<file path="src/rtl/lenet_pkg.sv">
// Shared definitions for the LeNet-5 layer controllers: FSM state encoding
// and the fully connected layer shapes.
package lenet_pkg;

    // One-hot FSM encoding; ST_BIAS is only reachable when the bias build is selected.
    typedef enum logic [6:0] {
        ST_IDLE    = 7'b0000001,
        ST_RUN     = 7'b0000010,
        ST_DRAIN   = 7'b0000100,
        ST_WRITE   = 7'b0001000,
        ST_DONE    = 7'b0010000,
        ST_RELEASE = 7'b0100000,
        ST_BIAS    = 7'b1000000
    } fc_state_e;

    localparam int FC1_N_IN  = 400;
    localparam int FC1_N_OUT = 120;
    localparam int FC2_N_IN  = 120;
    localparam int FC2_N_OUT = 84;
    localparam int FC3_N_IN  = 84;
    localparam int FC3_N_OUT = 10;

    // Cycles spent per output neuron: RUN beats, DRAIN, WRITE and optional BIAS.
    function automatic int fc_neuron_cycles(input int n_in, input bit bias_en);
        return n_in + 2 + (bias_en ? 1 : 0);
    endfunction

endpackage

</file>
<file path="src/rtl/addr_gen.sv">
// Address counters for one FC layer: input index j, neuron index o and a
// running weight address. The j and w counters lead the issued address by
// one beat; j_tc reports that the last step wrapped j (final input of a neuron).
module addr_gen
    import lenet_pkg::*;
#(
    parameter int N_IN  = FC1_N_IN,
    parameter int N_OUT = FC1_N_OUT,
    parameter int IA_W  = $clog2(N_IN),
    parameter int WA_W  = $clog2(N_IN*N_OUT),
    parameter int OA_W  = $clog2(N_OUT)
)
(
    input  logic            i_clk,
    input  logic            i_rst,
    input  logic            i_clr,
    input  logic            i_j_step,
    input  logic            i_o_step,
    output logic [IA_W-1:0] o_j,
    output logic [WA_W-1:0] o_w,
    output logic [OA_W-1:0] o_o,
    output logic            o_j_tc,
    output logic            o_o_last
);

    localparam logic [IA_W-1:0] J_LAST = IA_W'(N_IN - 1);
    localparam logic [OA_W-1:0] O_LAST = OA_W'(N_OUT - 1);

    logic [IA_W-1:0] r_j;
    logic [WA_W-1:0] r_w;
    logic [OA_W-1:0] r_o;
    logic            r_j_tc;
    logic            w_o_last;

    assign w_o_last = (r_o == O_LAST);

    // Input index with wrap, plus the wrapped-on-last-step flag.
    always_ff @(posedge i_clk) begin
        if (i_rst || i_clr) begin
            r_j    <= '0;
            r_j_tc <= 1'b0;
        end else if (i_j_step) begin
            if (r_j == J_LAST) begin
                r_j    <= '0;
                r_j_tc <= 1'b1;
            end else begin
                r_j    <= r_j + IA_W'(1);
                r_j_tc <= 1'b0;
            end
        end
    end

    // Weight address runs continuously across neurons, equal to o*N_IN+j.
    always_ff @(posedge i_clk) begin
        if (i_rst || i_clr) begin
            r_w <= '0;
        end else if (i_j_step) begin
            r_w <= r_w + WA_W'(1);
        end
    end

    // Output neuron index with wrap.
    always_ff @(posedge i_clk) begin
        if (i_rst || i_clr) begin
            r_o <= '0;
        end else if (i_o_step) begin
            r_o <= w_o_last ? '0 : r_o + OA_W'(1);
        end
    end

    assign o_j      = r_j;
    assign o_w      = r_w;
    assign o_o      = r_o;
    assign o_j_tc   = r_j_tc;
    assign o_o_last = w_o_last;

endmodule

</file>
<file path="src/rtl/fc_layer_ctrl.sv">
// Engine controller for one fully connected layer. Walks every output neuron,
// streams activation/weight addresses, sequences the MAC and writes results.
// Optional feature macro: FC_BIAS_EN adds a BIAS beat per neuron with
// b_rd_en/b_addr/mac_ld ports; mac_clr is then tied low.
//
// state   | meaning
// --------+------------------------------------------------------------
// IDLE    | waiting for en; counters at zero
// BIAS    | bias read for neuron o (bias build only)
// RUN     | N_IN read beats for neuron o, j = 0..N_IN-1
// DRAIN   | last product accumulated, no read
// WRITE   | accumulator written to output buffer at o
// DONE    | one-cycle completion pulse
// RELEASE | layer finished; wait for en to drop before re-arming
module fc_layer_ctrl
    import lenet_pkg::*;
#(
    parameter int N_IN  = FC1_N_IN,
    parameter int N_OUT = FC1_N_OUT,
    parameter int IA_W  = $clog2(N_IN),
    parameter int WA_W  = $clog2(N_IN*N_OUT),
    parameter int OA_W  = $clog2(N_OUT)
)
(
    input  logic            i_clk,
    input  logic            i_rst,
    input  logic            i_en,
    output logic            o_done,
    output logic            o_rd_en,
    output logic [IA_W-1:0] o_in_addr,
    output logic [WA_W-1:0] o_w_addr,
    output logic            o_mac_clr,
    output logic            o_mac_acc,
    output logic            o_out_we,
    output logic [OA_W-1:0] o_out_addr,
`ifdef FC_BIAS_EN
    output logic            o_b_rd_en,
    output logic [OA_W-1:0] o_b_addr,
    output logic            o_mac_ld,
`endif
    output logic            o_busy
);

    fc_state_e       r_state;
    logic            r_done;
    logic            r_rd_en;
    logic [IA_W-1:0] r_in_addr;
    logic [WA_W-1:0] r_w_addr;
    logic            r_mac_acc;
    logic            r_out_we;
    logic [OA_W-1:0] r_out_addr;
    logic            r_busy;
`ifdef FC_BIAS_EN
    logic            r_b_rd_en;
    logic [OA_W-1:0] r_b_addr;
    logic            r_mac_ld;
`else
    logic            r_mac_clr;
`endif

    logic            w_abort;
    logic            w_finish;
    logic            w_issue;
    logic            w_o_step;
    logic            w_cnt_clr;
    logic [IA_W-1:0] w_j;
    logic [WA_W-1:0] w_w;
    logic [OA_W-1:0] w_o;
    logic            w_j_tc;
    logic            w_o_last;

    addr_gen #(
        .N_IN  (N_IN),
        .N_OUT (N_OUT),
        .IA_W  (IA_W),
        .WA_W  (WA_W),
        .OA_W  (OA_W)
    ) u_addr_gen (
        .i_clk    (i_clk),
        .i_rst    (i_rst),
        .i_clr    (w_cnt_clr),
        .i_j_step (w_issue),
        .i_o_step (w_o_step),
        .o_j      (w_j),
        .o_w      (w_w),
        .o_o      (w_o),
        .o_j_tc   (w_j_tc),
        .o_o_last (w_o_last)
    );

    // Counter commands decoded from the current state; w_issue marks an edge
    // that launches a read beat with the counters' current j/w.
    always_comb begin
        w_abort  = !i_en && ((r_state == ST_RUN) || (r_state == ST_DRAIN) ||
                             (r_state == ST_WRITE) || (r_state == ST_BIAS));
        w_finish = i_en && (r_state == ST_WRITE) && w_o_last;
        w_o_step = i_en && (r_state == ST_WRITE) && !w_o_last;
`ifdef FC_BIAS_EN
        w_issue  = i_en && ((r_state == ST_BIAS) ||
                            ((r_state == ST_RUN) && !w_j_tc));
`else
        w_issue  = i_en && ((r_state == ST_IDLE) ||
                            ((r_state == ST_RUN) && !w_j_tc) || w_o_step);
`endif
        w_cnt_clr = w_abort || w_finish;
    end

    // State transitions and registered outputs; outputs default to 0 each beat.
    always_ff @(posedge i_clk) begin
        if (i_rst) begin
            r_state    <= ST_IDLE;
            r_done     <= 1'b0;
            r_rd_en    <= 1'b0;
            r_in_addr  <= '0;
            r_w_addr   <= '0;
            r_mac_acc  <= 1'b0;
            r_out_we   <= 1'b0;
            r_out_addr <= '0;
            r_busy     <= 1'b0;
`ifdef FC_BIAS_EN
            r_b_rd_en  <= 1'b0;
            r_b_addr   <= '0;
            r_mac_ld   <= 1'b0;
`else
            r_mac_clr  <= 1'b0;
`endif
        end else begin
            r_done     <= 1'b0;
            r_rd_en    <= 1'b0;
            r_in_addr  <= '0;
            r_w_addr   <= '0;
            r_out_we   <= 1'b0;
            r_out_addr <= '0;
            r_busy     <= 1'b1;
            // Accumulate one beat after each read, never on the way back to IDLE.
            r_mac_acc  <= r_rd_en && !w_abort;
`ifdef FC_BIAS_EN
            r_b_rd_en  <= 1'b0;
            r_b_addr   <= '0;
            r_mac_ld   <= 1'b0;
`else
            r_mac_clr  <= 1'b0;
`endif

            if (w_issue) begin
                r_rd_en   <= 1'b1;
                r_in_addr <= w_j;
                r_w_addr  <= w_w;
`ifdef FC_BIAS_EN
                r_mac_ld  <= (w_j == '0);
`else
                r_mac_clr <= (w_j == '0);
`endif
            end

            if (w_abort) begin
                r_state <= ST_IDLE;
                r_busy  <= 1'b0;
            end else begin
                case (r_state)
                    ST_IDLE: begin
                        if (i_en) begin
`ifdef FC_BIAS_EN
                            r_state   <= ST_BIAS;
                            r_b_rd_en <= 1'b1;
                            r_b_addr  <= w_o;
`else
                            r_state   <= ST_RUN;
`endif
                        end else begin
                            r_busy <= 1'b0;
                        end
                    end
`ifdef FC_BIAS_EN
                    ST_BIAS: begin
                        r_state <= ST_RUN;
                    end
`endif
                    ST_RUN: begin
                        if (w_j_tc) begin
                            r_state <= ST_DRAIN;
                        end
                    end
                    ST_DRAIN: begin
                        r_state    <= ST_WRITE;
                        r_out_we   <= 1'b1;
                        r_out_addr <= w_o;
                    end
                    ST_WRITE: begin
                        if (w_o_last) begin
                            r_state <= ST_DONE;
                            r_done  <= 1'b1;
                        end else begin
`ifdef FC_BIAS_EN
                            r_state   <= ST_BIAS;
                            r_b_rd_en <= 1'b1;
                            r_b_addr  <= w_o + OA_W'(1);
`else
                            r_state   <= ST_RUN;
`endif
                        end
                    end
                    ST_DONE: begin
                        r_state <= ST_RELEASE;
                    end
                    ST_RELEASE: begin
                        if (!i_en) begin
                            r_state <= ST_IDLE;
                            r_busy  <= 1'b0;
                        end
                    end
                    default: begin
                        r_state <= ST_IDLE;
                        r_busy  <= 1'b0;
                    end
                endcase
            end
        end
    end

    assign o_done     = r_done;
    assign o_rd_en    = r_rd_en;
    assign o_in_addr  = r_in_addr;
    assign o_w_addr   = r_w_addr;
    assign o_mac_acc  = r_mac_acc;
    assign o_out_we   = r_out_we;
    assign o_out_addr = r_out_addr;
    assign o_busy     = r_busy;
`ifdef FC_BIAS_EN
    assign o_mac_clr  = 1'b0;
    assign o_b_rd_en  = r_b_rd_en;
    assign o_b_addr   = r_b_addr;
    assign o_mac_ld   = r_mac_ld;
`else
    assign o_mac_clr  = r_mac_clr;
`endif

endmodule

</file>
<file path="config.mk">
export PLATFORM = sky130hd
export DESIGN_NAME = fc_layer_ctrl
export DESIGN_NICKNAME = d
export VERILOG_FILES = /design/src/rtl/lenet_pkg.sv /design/src/rtl/addr_gen.sv /design/src/rtl/fc_layer_ctrl.sv
export SDC_FILE = /design/constraint.sdc
export NUM_CORES = 1
export LEC_CHECK = 0
export ABC_AREA = 0
export BUFFER_PORTS_ARGS = -buffer_cell sky130_fd_sc_hd__buf_4
export CORE_ASPECT_RATIO = 1.1
export CORE_MARGIN = 5
export CORE_UTILIZATION = 30
export CTS_BUF_LIST = sky130_fd_sc_hd__clkbuf_16
export CTS_CLUSTER_DIAMETER = 60
export CTS_CLUSTER_SIZE = 8
export DETAILED_ROUTE_END_ITERATION = 6
export SYNTH_ARGS = -nofsm -noshare
export SYNTH_HDL_FRONTEND = slang
export SYNTH_SLANG_ARGS = --single-unit
</file>
<file path="constraint.sdc">
create_clock -name i_clk -period 5.3 [get_ports i_clk]
set_input_delay 0.265 -clock i_clk [delete_from_list [all_inputs] [get_ports i_clk]]
set_output_delay 0.265 -clock i_clk [all_outputs]
set_load 0.02 [all_outputs]
</file>
Word level (Yosys, flattened, before mapping):

Index checks and enable logic that the tools add are counted.
Widths: inputs -> output; s select.

* flip-flop bits (word level): 78
* output and inout bits: 38
* logic and storage cells: 71

* $add $sub $neg: 3
* equality and inequality tests: 12
* muxes and demuxes: 13
* bitwise logic cells: 3
* reduce and logical (&&, ||, !) cells: 26

Operators with widths (count)
* $pmux 7 s6: 1
* $mux 7: 4
* $add 16x1->16 const B: 1
* $eq 7x7->1 const B: 2
* $add 9x1->9 const B: 1
* $eq 9x9->1 const B: 1
* $logic_not 9->1: 1
* $mux 9: 1
* $add 7x1->7 const B: 1
* $eq 7x1->1 const B: 1
* $eq 7x2->1 const B: 1
* $eq 7x3->1 const B: 1
* $eq 7x4->1 const B: 1
* $eq 7x5->1 const B: 1
* $eq 7x6->1 const B: 1
* $logic_and 1x1->1: 7
* $logic_or 1x1->1: 7
* $reduce_or 2->1: 3
* $reduce_or 3->1: 2
* $mux 1: 5
* $mux 5: 1
* $logic_not 1->1: 4
* $ne 2x2->1 const B: 2
* $reduce_or 4->1: 1
* other kinds (4): 6

Depth between registers and ports, before layout:

* depth in word-level cells: 7
* depth in mapped cells: 8
* mapped depth without buffers: 6

By module:

Synthesis repeated with hierarchy kept, for this count alone.

* cells, all modules: 302
* area total of the unflattened synthesis: 2922.8 sq um

Modules (own cells, without submodules)
* fc_layer_ctrl: instances 1, cells an instance 137, area each 1465.2 sq um, seq. area each 880.8 sq um
* addr_gen: instances 1, cells an instance 165, area each 1457.6 sq um, seq. area each 660.6 sq um

Worst setup path before layout:

OpenSTA, ideal clock, no wires.

* kind: register to register
* start point: register u_addr_gen.r_o[0], in the netlist u_addr_gen.o_o[0]
* end point: register u_addr_gen.r_j[1], in the netlist u_addr_gen.o_j[1]
* arrival time: 1.674 ns
* data required time: 5.183 ns
* slack: 3.508 ns
* cell stages (with the launch flop): 8
* clock period less this slack: 1.792 ns
* cell sequence: dfxtp_1 > ha_1 > and4b_2 > and2b_1 > nand4_1 > o21ai_1 > buf_2 > nor2_1

* word-level cells in the longest chain between the ends: 5
* elaborated cells between the ends (all ways): 8

Ends and longest elaborated chain
* start, declared: line addr_gen.sv:31 `logic [OA_W-1:0] r_o;`
* start signal, assigned: line addr_gen.sv:67 `r_o <= w_o_last ? '0 : r_o + OA_W'(1);`
* $eq 7x7->1 (*): line addr_gen.sv:35 `assign w_o_last = (r_o == O_LAST);`
* $logic_not 1->1: line fc_layer_ctrl.sv:97 `w_o_step = i_en && (r_state == ST_WRITE) && !w_o_last;`
* $logic_and 1x1->1: line fc_layer_ctrl.sv:97
* $logic_or 1x1->1: line fc_layer_ctrl.sv:103 `((r_state == ST_RUN) && !w_j_tc) || w_o_step);`
* $logic_and 1x1->1: line fc_layer_ctrl.sv:102 `w_issue = i_en && ((r_state == ST_IDLE) ||`
* end signal, assigned: line addr_gen.sv:47 `r_j <= r_j + IA_W'(1);`
* end, declared: line addr_gen.sv:29 `logic [IA_W-1:0] r_j;`

Every way passes the cells marked *; elsewhere a longest branch is shown, timed or not.
A chain may end at the register's enable or synchronous reset.

Worst setup path after layout:

* start point: register u_addr_gen.r_o[0], in the netlist u_addr_gen.o_o[0]
* end point: register r_w_addr[0], in the netlist o_w_addr[0]

* word-level cells in the longest chain between the ends: 7

Ends and longest elaborated chain
* $eq 7x7->1: line addr_gen.sv:35
* $logic_not 1->1: line fc_layer_ctrl.sv:97
* $logic_and 1x1->1: line fc_layer_ctrl.sv:97
* $logic_or 1x1->1: line fc_layer_ctrl.sv:103
* $logic_and 1x1->1: line fc_layer_ctrl.sv:102
* $not 1->1 (no line)
* $reduce_or 2->1 (no line)
* end signal, assigned: line fc_layer_ctrl.sv:148 `r_w_addr <= w_w;`
* end, declared: line fc_layer_ctrl.sv:48 `logic [WA_W-1:0] r_w_addr;`

Every way passes these cells.

==> metrics.txt <==
Total Nets Final=371; first-pass GRT wire length=10.38 mm; most common cell after layout, fill and taps aside=dfxtp_1; Post-DRT Antenna Nets=0; global placement routability congestion=0.8541; Hold Buf Count CTS=0; H-tree Lvls=3; Cells after Synth=328; Initial Utilization=0.3029; CTS Buf Count=9; CP endpoint kind=flip-flop; gr usage total=0.1035; detailed-route DRC error count=0; maxcap violations=0; Die X=107.0 um; fin worst setup slack=2.514 ns; Worst-path clk slew=0.06 ns; clock net sink count=77; register area=1541 um2; Leakage Power=1.425 nW; vias=2,401; Seq/Total Area, Yosys=0.4966; Slew Viols, Final=0; slowest CP cell=a2bb2oi_2; final wirelength=6.222 mm; top_reg_cell synth=dfxtp_1; cells on worst reg2reg path=6; Sw Share=0.2231; asr flop ratio synth=0; CP max FO=25; RR Startpoint=u_addr_gen.o_o[0]$_SDFFE_PP0P_; cell depth of the worst setup path=6; Core Area=10,250 um2; CP cell instances=ha_1 > and4b_2 > nand3_1 > a2bb2oi_2 > nor2_1 > and2_1; CP bufs+invs=0; hold path depth=2; drt pass-1 iters=4; # IOs=41; setup TNS=0 ns; Setup Skew=0.004684 ns; DR iter-0 viols=102; CP delay by family, top=simple AND/OR/NAND/NOR gates; final hold vios=0; layout cells sized above 1=0.1821; # port buffers=40; Post-Syn Nets=335; setup violators final=0; grt total ovfl=0; outcome=finished, final reports clean; via count of the first global-routing pass=2,289; critical setup path kind=flip-flop to flip-flop; Setup crit start kind=flip-flop; Slew HR=0.2692; worst-margin pin slew=1.092 ns; die height=116.7 um; HPWL after DPL=4.310 mm; synthesis-to-layout area growth=19.95%; die area=12,480 um2; RSZ-0062 raised after global routing=no; Comb pwr share=0.044; Tmin final=2.786 ns; area of the multi-input gates=1409 um2; peak supply drop=0.1267 mV; Fillers=1,026; Flop pwr share=0.478; CP arrival=3.00 ns; most frequent cells in the layout=dfxtp_1, buf_4, and2_1; net switching power=0.0002776 W; Tot Pwr=0.001244 W; Clock Tree Buf Depth=2; number of antenna diodes=0; setup bufs post-CTS=0; initial antenna violation count=0; Yosys cell types=45; Skew-Pair Late Insertion Delay=0.33 ns; Critical Path RT=5.52 ns; fin crit share=0.5256; Post-synth EDFFs=0; Worst Hold Path EP=o_rd_en$_SDFF_PP0_; synthesized area per cell=9.464 um2; worst hold path type=input port to flip-flop; TritonCTS clock tree=done; DR WL/cell=12.67 um; number of warning messages in the yosys log=0; vias per cell=4.890; pwr dens=334.1 nW/um2; reg-to-reg endpoint=o_w_addr[0]$_SDFF_PP0_; Mapped Area=3104 um2; f_max=0.3590 GHz; worst reg2reg setup slack=2.51 ns; crit-path max cell delay=0.83 ns; largest net degree at the start of global routing=34; hold_sp=i_rst; Yosys reg bits=77; Setup WS pre-CTS=2.493 ns; Clock power frac=0.479; CTS Root Cell=clkbuf_16; Resize count post-CTS=0; Cell Rows=39; Internal=0.0009664 W
## power by group through the flow
stage,Combinational [W],Clock (W),Sequential (W)
after global placement,0.0000538,0,0.000606
after CTS,0.0000552,0.000616,0.000594
after floorplan,0.0000449,0,0.000607
after global routing,0.0000608,0.000636,0.000595
after detailed placement,0.0000548,0,0.000606
final,0.0000542,0.000596,0.000594
## Yosys cell counts (2+ instances only)
master | number | share of area
buf_6 | 8 | 0.029
nor3_4 | 2 | 0.010
nor4b_1 | 2 | 0.0056
nand2_1 | 17 | 0.021
and2_1 | 33 | 0.067
xnor2_1 | 5 | 0.014
o21ai_1 | 2 | 0.0032
a31oi_1 | 5 | 0.010
mux2i_1 | 3 | 0.0097
nor4_1 | 5 | 0.010
a21oi_1 | 24 | 0.039
buf_2 | 4 | 0.0064
nor2_1 | 26 | 0.031
ha_1 | 4 | 0.016
nor3_1 | 7 | 0.011
inv_1 | 6 | 0.0073
xor2_1 | 4 | 0.011
or3_1 | 13 | 0.026
dfxtp_1 | 77 | 0.50
o31ai_1 | 6 | 0.015
and3_1 | 5 | 0.010
o21ai_0 | 20 | 0.032
nand3_1 | 16 | 0.026
nand4_1 | 4 | 0.0081
clkbuf_1 | 3 | 0.0036
or4_1 | 8 | 0.019
## worst max-delay path by stage
stage,startpoint,endpoint
floorplan,u_addr_gen.o_o[0]$_SDFFE_PP0P_,u_addr_gen.o_j[1]$_SDFFE_PP0P_
global placement,u_addr_gen.o_o[0]$_SDFFE_PP0P_,o_w_addr[12]$_SDFF_PP0_
detailed placement,u_addr_gen.o_o[0]$_SDFFE_PP0P_,o_w_addr[8]$_SDFF_PP0_
CTS,u_addr_gen.o_o[0]$_SDFFE_PP0P_,o_w_addr[0]$_SDFF_PP0_
global route,u_addr_gen.o_o[0]$_SDFFE_PP0P_,o_w_addr[13]$_SDFF_PP0_
finish,u_addr_gen.o_o[0]$_SDFFE_PP0P_,o_w_addr[0]$_SDFF_PP0_
## area by class of cell
class,count,share of cell area
tap,123,0.04133
timing repair buffer,41,0.08266
clock buffer,9,0.06048
sequential,77,0.4140
clock inverter,6,0.01714
inverter,6,0.006048
multi-input combinational,229,0.3784
## registers in the layout, summed over array words and instances (netlist names)
signal and count:
o_out_addr 7, o_done 1, r_state 6, o_busy 1, o_rd_en 1, u_addr_gen.o_w 16
u_addr_gen.o_j_tc 1, o_mac_acc 1, u_addr_gen.o_o 7, o_out_we 1, u_addr_gen.o_j 9, o_in_addr 9
o_w_addr 16, o_mac_clr 1
## metal layers
| layer | wire length, um | global-route usage | share of wire | up-vias |
|---|---|---|---|---|
| li1 | - | - | - | 1235 |
| met1 | 2862 | 0.1216 | 0.46 | 1117 |
| met2 | 3033 | 0.1772 | 0.49 | 41 |
| met3 | 236 | 0.02764 | 0.038 | 8 |
| met4 | 90 | 0.04774 | 0.014 | 0 |
| met5 | 0 | 0 | 0 | - |
## kinds of logic after synthesis
family | after synthesis | share of synthesized area
AO/OA/AOI/OAI | 64 | 0.1241
multiplexers | 4 | 0.01330
XOR/XNOR | 9 | 0.02539
flip-flops | 77 | 0.4966
buffers and inverters | 22 | 0.05079
adder cells (fa/ha/maj) | 4 | 0.01612
AND/OR/NAND/NOR | 148 | 0.2737
## through the flow
stage	std cells	cell area, um2	utilization	hold slack [ns]
2_1_floorplan	328	3104	-	0.4409
3_3_place_gp	476	3435	0.3352	0.4727
3_5_place_dp	476	3435	0.3352	0.4861
4_1_cts	491	3724	0.3634	0.1981
5_1_grt	491	3724	0.3634	0.2205
6_report	491	3724	0.3634	0.2133
Note: power is estimated with default switching activity, not from simulation.
